File: config.mk
export PLATFORM = sky130hd
export DESIGN_NAME = irq_ctrl
export DESIGN_NICKNAME = d
export VERILOG_FILES = /design/src/rtl/irq_ctrl_pkg.sv /design/src/rtl/irq_prio_enc.sv /design/src/rtl/irq_ctrl.sv
export SDC_FILE = /design/constraint.sdc
export NUM_CORES = 1
export LEC_CHECK = 0
export CAP_MARGIN = 40
export CORE_ASPECT_RATIO = 0.75
export CORE_MARGIN = 1
export CORE_UTILIZATION = 35
export DETAILED_ROUTE_END_ITERATION = 8
export HOLD_SLACK_MARGIN = 0.06
export PLACE_DENSITY_LB_ADDON = 0.15
export SYNTH_ARGS = -nofsm -noshare
export SYNTH_HDL_FRONTEND = slang
export SYNTH_SLANG_ARGS = --single-unit
File: constraint.sdc
create_clock -name clk -period 3.19 [get_ports clk]
set_input_delay 0.319 -clock clk [delete_from_list [all_inputs] [get_ports clk]]
set_output_delay 0.319 -clock clk [all_outputs]
set_load 0.005 [all_outputs]
File: src/rtl/irq_ctrl_pkg.sv
// rtl/irq_ctrl_pkg.sv - irq_ctrl register map, control register layout and vector field positions
package irq_ctrl_pkg;

    localparam logic [4:0] IRQ_CR = 5'h00;
    localparam logic [4:0] IRQ_MR = 5'h04;
    localparam logic [4:0] IRQ_TR = 5'h08;
    localparam logic [4:0] IRQ_PR = 5'h0C;
    localparam logic [4:0] IRQ_VR = 5'h10;

    // Bit of IRQ_VR that flags a valid vector; the index sits in bits [4:0].
    localparam int IRQ_VR_VALID = 31;

    typedef struct packed {
        logic [30:0] rsvd;
        logic        gie;
    } irq_cr_v;

endpackage

File: src/rtl/irq_prio_enc.sv
// rtl/irq_prio_enc.sv - combinational lowest-index-first priority encoder
module irq_prio_enc #(
    parameter int irq_n = 8
) (
    input  logic [irq_n-1:0] req,
    output logic             valid,
    output logic [4:0]       idx
);

    // Scan from the top down so the lowest set index is the last one written.
    always_comb begin
        valid = 1'b0;
        idx   = 5'd0;
        for (int i = irq_n - 1; i >= 0; i--) begin
            if (req[i]) begin
                valid = 1'b1;
                idx   = 5'(i);
            end
        end
    end

endmodule

File: src/rtl/irq_ctrl.sv
// rtl/irq_ctrl.sv - maskable level/edge interrupt controller with pending latch and vector register
module irq_ctrl
    import irq_ctrl_pkg::*;
#(
    parameter int irq_n = 8
) (
    input  logic             clk,
    input  logic             rstn,
    input  logic [4:0]       addr,
    input  logic             we,
    input  logic [31:0]      wd,
    output logic [31:0]      rd,
    input  logic [irq_n-1:0] irq_src,
    output logic             irq_out
);

    irq_cr_v          cr;
    logic [irq_n-1:0] mask;
    logic [irq_n-1:0] trig;
    logic [irq_n-1:0] pend;
    logic [irq_n-1:0] prev;

    logic             vr_valid;
    logic [4:0]       vr_idx;
    logic [irq_n-1:0] src_rise;
    logic [irq_n-1:0] pend_set;
    logic [irq_n-1:0] pend_clr;
    logic [irq_n-1:0] ack_mask;
    logic             wr_pr;
    logic             ack;

    irq_prio_enc #(.irq_n(irq_n)) u_prio_enc (
        .req   (pend & mask),
        .valid (vr_valid),
        .idx   (vr_idx)
    );

    assign src_rise = irq_src & ~prev;
    assign pend_set = (trig & src_rise) | (~trig & irq_src);
    assign wr_pr    = we && (addr == IRQ_PR);
    // An acknowledge only means something when there is a vector to retire.
    assign ack      = we && (addr == IRQ_VR) && vr_valid;
    assign ack_mask = irq_n'(1) << vr_idx;
    assign pend_clr = (wr_pr ? wd[irq_n-1:0] : '0) | (ack ? ack_mask : '0);

    // Upper write-data bits have no storage behind them.
    if (irq_n < 32) begin : g_unused_wd
        logic unused_wd;
        assign unused_wd = ^wd[31:irq_n];
    end

    // Register file, source history, pending latch and the merged interrupt flop.
    always_ff @(posedge clk or negedge rstn) begin
        if (!rstn) begin
            cr      <= '0;
            mask    <= '0;
            trig    <= '0;
            pend    <= '0;
            prev    <= '0;
            irq_out <= 1'b0;
        end else begin
            if (we && (addr == IRQ_CR)) cr.gie <= wd[0];
            if (we && (addr == IRQ_MR)) mask   <= wd[irq_n-1:0];
            if (we && (addr == IRQ_TR)) trig   <= wd[irq_n-1:0];
            prev    <= irq_src;
            // A new request in the same cycle as a clear keeps the bit set.
            pend    <= pend_set | (pend & ~pend_clr);
            irq_out <= cr.gie & (|(pend & mask));
        end
    end

    // Read mux; unmapped addresses return zero.
    always_comb begin
        rd = '0;
        case (addr)
            IRQ_CR: rd = {31'd0, cr.gie};
            IRQ_MR: rd = 32'(mask);
            IRQ_TR: rd = 32'(trig);
            IRQ_PR: rd = 32'(pend);
            IRQ_VR: rd = vr_valid ? ((32'd1 << IRQ_VR_VALID) | 32'(vr_idx)) : 32'd0;
            default: rd = '0;
        endcase
    end

endmodule

==> run summary, run 1 <==
In this run the clock root is driven by a sky130_fd_sc_hd__clkbuf_8. In this run the cell area of the synthesized design comes to 0.001949 sq mm. The post-detailed-placement half-perimeter wirelength was 3376 um. The power density normalized to cell area was 464.4 mW/mm^2. The class of the most critical setup path is primary input to primary output. The floorplan step set the die width to 88.18 um. Setup total negative slack on the finished layout was measured at 0 ps.

During placement, the flow inserted port buffers numbering 33. The clock buffer count from CTS came out at 5. The standby leakage power was 0.9735 nW. The run finished with clean final reports. The global-route wire length before repair came out at 7472 um.

Wires add up to 4596 um. The initial utilization of the core area, before any placement, comes to 36.42%. The synthesized instance count was 178; the number of buffers inserted by hold repair at cts was 0.

The die covers 0.005875 sq mm. The pre-antenna-repair detailed-routing pass consisted of 4 iterations. For the critical path required time, the log shows 2870 ps. The netlist uses 43 different library cells. Clock latency on the worst-skew pair, taken at its later pin, is 280 ps. The critical path launch point is addr[3]. For the hold violation total from the final report, the log shows 0. The clock net in this run drives a total of 34 sinks. The clock transition at the registers of the reported paths was 70 ps; the number of antenna violations at the first check in global routing was 0. The fraction of final layout cells with drive strength greater than 1 works out to 22.94%.

In this run the remaining antenna-violating nets after routing total 0. The tools report the setup slack after layout as 535.5 ps. Endpoint class of the critical path: a primary output. In this run the count of I/O pins placed on the die edge is 81. The share of the Yosys chip area taken by registers is 43.65%. In this run, synthesis produced a sequential element count of 34.

The mean routed wirelength per cell works out to 15.69 um. The class of the most critical hold timing path is primary input to async pin. The number of vias per cell was 5.102.

The final net count is 267. The logs give 4.968 ps for the clock tree skew after final layout and 532.0 ps for the worst-case setup slack after placement. Post-CTS repair changed the size of 0 cells.

The run gives 2340 ps as the critical path arrival. The number of levels the H-tree was split into is 2, and the total number of placement rows is 23. The run gives 227.8 uV as the maximum vdd drop. Entering global routing, the biggest net connects 35 pins. Setup violations remaining at the end of the flow were counted as 0. After detailed routing, the number of remaining DRC violations is 0.

After the first detailed-routing iteration, the DRC count stood at 70. Setup repair after global routing left no endpoint under its margin. The core region is 0.005353 sq mm. A synthesized cell averages 10.95 sq um. The routability-driven placement congestion ratio is 0.7674, and the residual overflow from global routing is 0. Hold slack: 452.2 ps.

The tools report the number of antenna cells inserted as 0. The portion of the clock cycle consumed by the worst path in the final layout is 83.21%. Most common library cell in the layout ignoring fill and taps: sky130_fd_sc_hd__dfrtp_1. The run gives 17.51% as the combined global-route utilization of all metal layers. The run gives 0 as the buffers inserted during post-CTS setup optimization. Leaving out fill and tap cells, the most frequent cells in the layout are 34 x sky130_fd_sc_hd__dfrtp_1, 33 x sky130_fd_sc_hd__clkdlybuf4s50_1, 24 x sky130_fd_sc_hd__mux2_2, 23 x sky130_fd_sc_hd__conb_1, 18 x sky130_fd_sc_hd__nand2_1.

The vertical die dimension is 66.63 um. The maximum fanout encountered on the critical timing path was 7. The startpoint identified for the worst register-to-register timing path is mask[1].

The tool flagged a number of max-cap violations equal to 0. After layout, the minimum clock period comes to 2654 ps. Upper clock frequency limit: 376.7 MHz. TritonCTS built the clock tree. The area growth from synthesis to layout is 22.98%. For the via count of the first global-routing pass, the log shows 1425. The kind of start point of the critical path is a primary input. For this block, the via count after detailed routing is 1495. The max-slew violation count was 0; the number of warnings issued by yosys was 0.

The clock passes through at most 2 buffers.
==> synth_stat cells <==
cell type | n | area (sq um)
sky130_fd_sc_hd__nand3_4 | 1 | 17.52
sky130_fd_sc_hd__nor3b_1 | 1 | 7.510
sky130_fd_sc_hd__nand3_1 | 4 | 20.02
sky130_fd_sc_hd__a22oi_4 | 1 | 21.27
sky130_fd_sc_hd__inv_1 | 1 | 3.750
sky130_fd_sc_hd__nor3_1 | 1 | 5.000
sky130_fd_sc_hd__o2bb2ai_1 | 1 | 8.760
sky130_fd_sc_hd__o32ai_1 | 1 | 8.760
sky130_fd_sc_hd__mux4_2 | 1 | 22.52
sky130_fd_sc_hd__and3_1 | 1 | 6.260
sky130_fd_sc_hd__or4_1 | 1 | 7.510
sky130_fd_sc_hd__nand2_2 | 1 | 6.260
sky130_fd_sc_hd__buf_1 | 1 | 3.750
sky130_fd_sc_hd__and2_1 | 1 | 6.260
sky130_fd_sc_hd__o211ai_1 | 1 | 7.510
sky130_fd_sc_hd__buf_4 | 23 | 172.7
sky130_fd_sc_hd__mux2_2 | 24 | 270.3
sky130_fd_sc_hd__a31o_2 | 2 | 17.52
sky130_fd_sc_hd__nor2_1 | 10 | 37.54
sky130_fd_sc_hd__nand2b_1 | 1 | 6.260
sky130_fd_sc_hd__a31oi_1 | 1 | 6.260
sky130_fd_sc_hd__dfrtp_1 | 34 | 850.8
sky130_fd_sc_hd__a21boi_0 | 3 | 22.52
sky130_fd_sc_hd__o22ai_1 | 1 | 6.260
sky130_fd_sc_hd__o22a_1 | 1 | 8.760
sky130_fd_sc_hd__a32o_1 | 6 | 60.06
sky130_fd_sc_hd__a2111oi_0 | 1 | 8.760
sky130_fd_sc_hd__a21bo_2 | 2 | 20.02
sky130_fd_sc_hd__conb_1 | 1 | 3.750
sky130_fd_sc_hd__clkbuf_1 | 2 | 7.510
sky130_fd_sc_hd__nand4_1 | 4 | 25.02
sky130_fd_sc_hd__a22oi_1 | 10 | 75.07
sky130_fd_sc_hd__and3_2 | 1 | 7.510
sky130_fd_sc_hd__nor4b_4 | 1 | 23.77
sky130_fd_sc_hd__nand3b_2 | 1 | 11.26
sky130_fd_sc_hd__o21ai_0 | 1 | 5.000
sky130_fd_sc_hd__a21oi_1 | 3 | 15.01
sky130_fd_sc_hd__or3_2 | 1 | 7.510
sky130_fd_sc_hd__buf_2 | 2 | 10.01
sky130_fd_sc_hd__nand2_1 | 18 | 67.56
sky130_fd_sc_hd__a32oi_1 | 1 | 8.760
sky130_fd_sc_hd__nor2b_1 | 4 | 25.02
sky130_fd_sc_hd__and4bb_4 | 1 | 16.27
==> per-stage QoR <==
stage	instance area, sq um	cells	utilization, %	power (W)
global route	2397	293	44.79	0.001184
detailed placement	2315	287	43.24	0.0008094
CTS	2397	293	44.79	0.001124
floorplan	2032	200	-	0.0007193
global placement	2315	287	43.24	0.0008067
finish	2397	293	44.79	0.001113
==> power by group <==
| part | switching [W] | total [W] | internal, W |
|---|---|---|---|
| registers | 0.0000481 | 0.000531 | 0.000483 |
| clock network | 0.000144 | 0.000310 | 0.000166 |
| logic | 0.000127 | 0.000272 | 0.000145 |
| total | 0.000319 | 0.00111 | 0.000794 |
==> metal layers <==
metal  vias up  GRT usage (%)  part of all wire, %
met5         -              0                    0
met4         0          4.839                 0.87
met3         6          3.965                  5.7
met2        54          25.67                   44
met1       742          25.58                   50
li1        693              -                    -
==> state kept, by name (all words and copies together) (netlist names) <==
| name | cells |
|---|---|
| irq_out | 1 |
| mask | 8 |
| trig | 8 |
| prev | 8 |
| pend | 8 |
| cr | 1 |
==> cells by family (layout without fill, tap and decap cells) <==
logic type	Yosys count	count (layout)	synth area share, %
DFF	34	34	43.65
and+or+nand+nor	53	53	15.60
muxes	25	25	15.02
buffers and inverters	29	47	10.14
other	1	23	0.1924
AOI/OAI and AO/OA	36	36	15.40
==> final timing paths <==
kind	endpoint	slack (ps)	cells after the start
max reg2reg	pend[5]	1510	4
min in group clk	prev[6]	490	1
max	rd[0]	540	6
min reg2reg	trig[4]	540	1
min	irq_out	450	2
max in group asynchronous	mask[7]	2420	2
==> critical path, cell delays in order <==
cell	delay (ps)
sky130_fd_sc_hd__clkdlybuf4s50_1	680
sky130_fd_sc_hd__buf_4	230
sky130_fd_sc_hd__mux4_2	500
sky130_fd_sc_hd__inv_1	60
sky130_fd_sc_hd__o32ai_1	80
sky130_fd_sc_hd__clkdlybuf4s50_1	460
==> final cells by class <==
class | instances | area, sq um
fill | 547 | 2955
tap | 75 | 93.84
inverter | 1 | 3.754
sequential | 34 | 850.8
timing repair buffer | 40 | 382.9
multi-input combinational | 137 | 983.4
clock buffer | 6 | 82.58
No activity file was read; power rests on OpenSTA's default activity.
==> inputs of run 2 (changes only) <==
==> constraint.sdc (replaced) <==
create_clock -name clk -period 2.4 [get_ports clk]
set_input_delay 0.24 -clock clk [delete_from_list [all_inputs] [get_ports clk]]
set_output_delay 0.24 -clock clk [all_outputs]
set_load 0.005 [all_outputs]
==> run 2 against run 1 <==
Clock power up 34%. Register-to-register slack worse by 780 ps. Largest cell class unchanged. Via count fell by 1.8%.
==> run summary, run 2 (synthesized netlist as in run 1, its figures left out) <==
The count of nets left with antenna violations once routing finished came out at 0. The detailed router's first-iteration violation count came out at 51. The internal reg-to-reg setup slack is 730 ps. The library cell used most frequently in the layout, excluding fill and tap cells, is sky130_fd_sc_hd__dfrtp_1.

The hold violation total from the final report came out at 0. The worst setup path is captured at a primary output. The portion of total power attributed to sequential cells is 47.1%.

Routability-driven placement finished with a final weighted congestion of 0.7810. After legalization and detailed placement, the total HPWL measured 3391 um. The H-tree generated during clock tree synthesis spans 2 levels.

For the standby leakage power, the log shows 1.012 nW. The worst register-to-register path begins at mask[1]. Leaving out filler cells and counting taps, the final layout contains 298. The flow ran to the end, and the final reports show no timing, DRC or antenna violations. The biggest cell delay along the critical path was 530 ps. Data on the critical path is required at its endpoint by 2160 ps. The clock transition at the registers of the reported paths was 60 ps. In the final layout, the share of cells above drive strength 1 is 26.01%. Combinational cells account for 25.2% of the total power.

For this design, the slowest cell found on the critical path is sky130_fd_sc_hd__clkdlybuf4s50_1. The final layout contains 272 nets. The clock tree skew after final layout is 3.646 ps, and the maximum vdd drop is 269.4 uV. TritonCTS built the clock tree. The tools report the global-route wire length before repair as 7631 um. The cell chosen for the clock root is sky130_fd_sc_hd__clkbuf_8. In this run the core area contains 23 standard-cell rows. In the layout the commonest cells are 34 x sky130_fd_sc_hd__dfrtp_1, 32 x sky130_fd_sc_hd__clkdlybuf4s50_1, 24 x sky130_fd_sc_hd__mux2_2, 23 x sky130_fd_sc_hd__conb_1, 17 x sky130_fd_sc_hd__nand2_1.

Net switching is 28.81% of the power. Entering global routing, the biggest net connects 35 pins. Counting I/O delays and the setup requirement, the final critical path takes 2283 ps. The run gives 0 as the setup violation total in the final timing report.

The clock passes through at most 2 buffers. Pin placement for this block handled 81 I/O pins. Summed over all nets, the switching power comes to 0.0004313 W. The routed layout has 1468 vias. The logs give 4598 um for the total routed wirelength and 1458 for the via count of the first global-routing pass. The setup slack after layout came out at 116.9 ps. Global routing used 17.90% of the available tracks.

In the finished design, the share of the clock period the worst path needs comes to 95.13%. The tools report the capture point of the worst reg-to-reg path as pend[5]. Max-cap violations in this run came to 0. In the routed layout, each cell is associated on average with a via count of 4.926. The mean routed wirelength per cell came out at 15.43 um. Measured along the y axis, the die boundary spans 66.63 um. For this design the ratio of total power to cell area is 609.0 mW/mm^2.

In this run, placement finished with an instance count of 292. The end-of-flow core utilization was 45.93%; the number of remaining DRC errors was 0. The run gives 0 as the number of antenna violations at the first check in global routing. For this run the aggregate overflow at the end of global routing stands at 0. CTS saw 34 sinks.

The worst register-to-register path has a depth of 4. The count of input and output buffers is 33, and the layout overhead on the synthesized area is 26.12%. After clock tree synthesis, the setup repair step added 0 buffers. The family with the most delay on the worst path was compound AO/OA/AOI/OAI gates. The transition time at the pin with the least slew margin came out at 478.1 ps.

Timing would allow up to 438.0 MHz. The critical path arrival was 2040 ps. Traced cell by cell, the critical path runs through and2_1, o21ai_1, a32oi_2, o32ai_2, clkdlybuf4s50_1. The clock network accounts for 27.7% of the total power. Measured against its own limit, the worst slew margin works out to 67.30%. Counting the fill cells in the layout gives 518.

Cell internal power was estimated by the tool at 0.001066 W. The maximum fanout encountered on the critical timing path was 4. Before antenna repair, the detailed router went through 6 iterations.

The worst-case setup slack after placement came out at -5.411 ps. Class of the most critical setup path: flop to primary output. The die is 88.18 um wide.

Buffers inserted during clock tree synthesis total 5. The tools report the max-slew violation count as 0. Setup repair after global routing left no endpoint under its margin. For the worst-skew pair, the clock arrives at the later sink with an insertion delay of 280 ps.

The total buffers and inverters traversed by the critical path is 1. STA classifies the critical path startpoint as a flop. In this run the worst hold path is classified as primary input to async pin. The overall die area was 0.005875 sq mm; the core region area was 0.005353 sq mm.

Once the floorplan was initialized, standard cells occupied 36.42% of the core. The number of antenna diodes in the final layout is 0. The tools report the total power consumption of the routed design as 0.001497 W.
-- run 2: cell count changes in the layout (fill, tap and decap cells not counted), sizes merged --
cell,change
buf,+5
clkdlybuf4s50,-1
dlymetal6s2s,+1
-- run 2: stage by stage --
step | hold WS [ps] | area (sq um) | TNS, ps
CTS | 395.2 | 2439 | 0
floorplan | -55.59 | 2032 | 0
finish | 378.3 | 2459 | 0
detailed placement | 516.3 | 2352 | -5.411
global placement | 511.9 | 2352 | 0
global route | 413.1 | 2459 | 0
-- run 2: timing repair --
| item | CTS | global route |
|---|---|---|
| endpoints found under the setup margin | 1 | 7 |
| hold buffers | 0 | 0 |
| gates resized for setup | 1 | 5 |
-- run 2: worst max path at each step --
stage | from | endpoint | slack [ps] | cells past startpoint
finish | mask[6] | rd[0] | 120 | 5
global route | mask[6] | rd[0] | 30 | 5
CTS | addr[3] | rd[2] | 6 | 6
detailed placement | addr[1] | rd[2] | -5 | 4
global placement | addr[1] | rd[2] | 10 | 4
floorplan | mask[1] | pend[5] | 840 | 4
-- run 2: area by class of cell --
class,count,area [sq um],share of cell area [%]
well taps,75,93.84,3.817
inverters,1,3.754,0.1527
repair buffers,45,422.9,17.20
clock buffers,6,82.58,3.359
flip-flops and latches,34,850.8,34.61
multi-input cells,137,1005,40.86
-- run 2: power groups by stage --
stage	combinational (W)	clock (W)	sequential, W
after global placement	0.000363	0	0.000714
after CTS	0.000368	0.000429	0.000704
after global routing	0.000424	0.000458	0.000715
after floorplan	0.000260	0	0.000696
after detailed placement	0.000366	0	0.000714
final	0.000377	0.000415	0.000705
-- run 2: per-layer routing --
layer | share of wire, % | GRT usage [%] | vias up
met3 | 5.3 | 3.965 | 5
met5 | 0 | 0 | -
met1 | 50 | 26.31 | 716
li1 | - | - | 704
met2 | 44 | 25.96 | 43
met4 | 0.70 | 5.242 | 0
==> inputs of run 3 (changes only) <==
--- a/config.mk
+++ b/config.mk
@@ -8,9 +8,10 @@
 export CAP_MARGIN = 40
 export CORE_ASPECT_RATIO = 0.75
 export CORE_MARGIN = 1
-export CORE_UTILIZATION = 35
+export CORE_UTILIZATION = 39
 export DETAILED_ROUTE_END_ITERATION = 8
-export HOLD_SLACK_MARGIN = 0.06
+export GPL_TIMING_DRIVEN = 0
+export HOLD_SLACK_MARGIN = 0.02
 export PLACE_DENSITY_LB_ADDON = 0.15
 export SYNTH_ARGS = -nofsm -noshare
 export SYNTH_HDL_FRONTEND = slang
==> run 3 against run 2 <==
Sequential share of layout area is 1.5 points lower. Critical endpoint unchanged. Flip-flop and latch count is the same. Non-clock buffer count grew 15. Count of clock-buffer cells in the layout is 2 higher. First-iteration DRC count down 7.8%. Critical path type unchanged. Critical path depth unchanged. Clock power increased by 20%. Maximum frequency shrank 0.75%. Final cell count fell by 0.34%.
==> run summary, run 3 (synthesized netlist as in run 1, its figures left out) <==
The tools report the aggregate negative setup slack as 0 ps. After detailed placement, the design holds a cell count of 290. The total area inside the core boundary comes to 0.004624 sq mm. In the layout the commonest cells are 34 x sky130_fd_sc_hd__dfrtp_1, 31 x sky130_fd_sc_hd__clkdlybuf4s50_1, 24 x sky130_fd_sc_hd__mux2_2, 23 x sky130_fd_sc_hd__buf_4, 23 x sky130_fd_sc_hd__conb_1. The maximum fanout encountered on the critical timing path is 4, and the transition time at the pin with the least slew margin is 774.9 ps.

Timing would allow up to 434.7 MHz. For this run, design rule violations remaining after detail routing come to 0. For the routability-driven placement congestion ratio, the log shows 0.7998.

The hold violation total from the final report came out at 0. Cell internal power was estimated by the tool at 0.001148 W. The number of vias per cell came out at 5.125. Power density normalized to cell area: 620.4 mW/mm^2. Class of the most critical setup path: flop to primary output. The number of antenna cells inserted is 0.

For the worst setup path, the data arrival time is 2060 ps. The tree is rooted in a sky130_fd_sc_hd__clkbuf_8. After layout, the worst path uses 95.85% of the clock period. The floorplan has 21 rows. The tools report the kind of start point of the critical path as a flop. TritonCTS built the clock tree. From synthesis to final layout, the design area changed by 31.96%. The fraction of final layout cells with drive strength greater than 1 works out to 31.67%.

The number of cells on the worst reg-to-reg path is 4. Class of the most critical hold timing path: primary input to async pin. The biggest cell delay along the critical path was 550 ps.

Once detailed placement completed, the half-perimeter wirelength came to 3218 um. In this run the critical register-to-register path is launched from mask[1]. Setup violations remaining at the end of the flow were counted as 0. The worst-case IR drop observed on VDD is 360.0 uV. The mean routed wirelength per cell was 14.93 um.

The internal reg-to-reg setup slack is 720 ps, and the number of standard cells in the final layout excluding fillers is 297. After the first detailed-routing iteration, the DRC count stood at 47. The number of antenna violations at the first check in global routing is 0, and the total buffers and inverters traversed by the critical path is 1.

The final net count was 287; the clock period minus final worst setup slack was 2300 ps. Clock-pin slew was measured on the worst setup and hold paths at 70 ps. The filler cells instantiated in the layout total 414. The logic gate share of total power was 24.5%. The final route contains 1522 vias. For the via count of the first global-routing pass, the log shows 1413. The logs give 32.74 ps for the hold slack and 0 for the max-slew violation count.

Once the floorplan was initialized, standard cells occupied 42.15% of the core. Setup repair after global routing left no endpoint under its margin. The run gives 48.34% as the worst slew margin relative to its limit. Wires add up to 4433 um. Of the total power, the clock network draws 31.3%.

The die covers 0.005288 sq mm. Number of top-level pins: 81. Entering global routing, the biggest net connects 35 pins. TritonCTS created 5 clock buffers. The final cell area excluding filler cells is 0.002572 sq mm. The run gives 0.0004479 W as the net switching power of the design. The clock passes through at most 2 buffers. Net switching is 28.06% of the power. The count of nets left with antenna violations once routing finished came out at 0. The die is 83.64 um wide.

The capture point of the worst reg-to-reg path was pend[5]. For the clock tree skew after final layout, the log shows 4.802 ps. Clock latency on the worst-skew pair, taken at its later pin, is 280 ps.

Family with the most delay on the worst path: compound AO/OA/AOI/OAI gates. The run finished with clean final reports. The worst setup path is captured at a primary output. The total cell area at the placement stage is 0.002429 sq mm, and the vertical die dimension is 63.23 um. For the detailed-routing iteration count for the pre-antenna-repair pass, the log shows 4. CTS built an H-tree with a depth of 2. The count of input and output buffers was 33; the combined global-route utilization of all metal layers was 18.07%. Once the clock tree was built, the setup fixing pass inserted 0 buffers. Counting every sink on the clock net gives 34.

The most common library cell in the layout ignoring fill and taps is sky130_fd_sc_hd__dfrtp_1. Critical path required time: 2160 ps. Walking the worst path, the cells encountered are and2_1, o21ai_1, a32oi_2, o32ai_2, clkdlybuf4s50_1.

Registers are responsible for 44.2% of the overall power. In this run the static leakage power is 1.114 nW. The first global-routing pass estimated 7293 um of wire. The logs give 0 for the residual overflow from global routing and 0 for the max-cap check violation count.

Highest-delay cell along the critical path: sky130_fd_sc_hd__clkdlybuf4s50_1.
## run 3: cell count changes in the layout (fill, tap and decap cells not counted), sizes merged
cell           delta
clkbuf            +3
clkdlybuf4s50     -1
buf              +15
## run 3: repair_timing
action	CTS	global route
setup endpoints to repair	8	3
hold buffers	0	0
pin swaps	0	1
resized for setup	6	5
## run 3: metrics by stage
stage | setup slack [ps] | total power (W) | util (%)
2_1_floorplan | 837.5 | 0.0009560 | -
6_report | 99.55 | 0.001596 | 55.63
5_1_grt | 30.00 | 0.001684 | 55.63
3_3_place_gp | -134.5 | 0.001088 | 52.62
4_1_cts | 11.04 | 0.001591 | 55.14
3_5_place_dp | -161.1 | 0.001092 | 52.52
## run 3: worst max-delay path by stage
stage,slack (ps),start,end,cells past startpoint
floorplan,840,mask[1],pend[5],4
global placement,-130,addr[4],rd[2],5
detailed placement,-160,addr[4],rd[2],5
CTS,10,addr[3],rd[1],7
global route,30,mask[4],rd[1],5
finish,100,mask[6],rd[0],5
## run 3: worst register-to-register path, cell delays in order (launching register included)
cell and delay [ps]:
sky130_fd_sc_hd__dfrtp_1 450, sky130_fd_sc_hd__a22oi_4 280, sky130_fd_sc_hd__nand3_4 120, sky130_fd_sc_hd__or4_1 530, sky130_fd_sc_hd__o22a_1 190
## run 3: per-layer routing
layer | wire length [um] | global-route usage, % | share of wire (%)
met1 | 2260 | 27.09 | 51
met2 | 1858 | 25.10 | 42
met3 | 296 | 5.242 | 6.7
met4 | 18 | 5.085 | 0.41
met5 | 0 | 0 | 0
## run 3: final cells by class
cell class	instances	area [sq um]	area share [%]
buffer	27	198.9	7.733
sequential	34	850.8	33.07
timing repair buffer	33	327.8	12.74
tap	57	71.32	2.772
inverter	1	3.754	0.1459
clock buffer	8	110.1	4.280
multi-input combinational	137	1010	39.25
## run 3: power groups by stage
| stage | clock [W] | combinational, W | sequential [W] |
|---|---|---|---|
| after global routing | 0.000537 | 0.000431 | 0.000717 |
| after floorplan | 0 | 0.000260 | 0.000696 |
| after CTS | 0.000506 | 0.000379 | 0.000706 |
| final | 0.000499 | 0.000391 | 0.000706 |
| after global placement | 0 | 0.000372 | 0.000716 |
| after detailed placement | 0 | 0.000375 | 0.000717 |
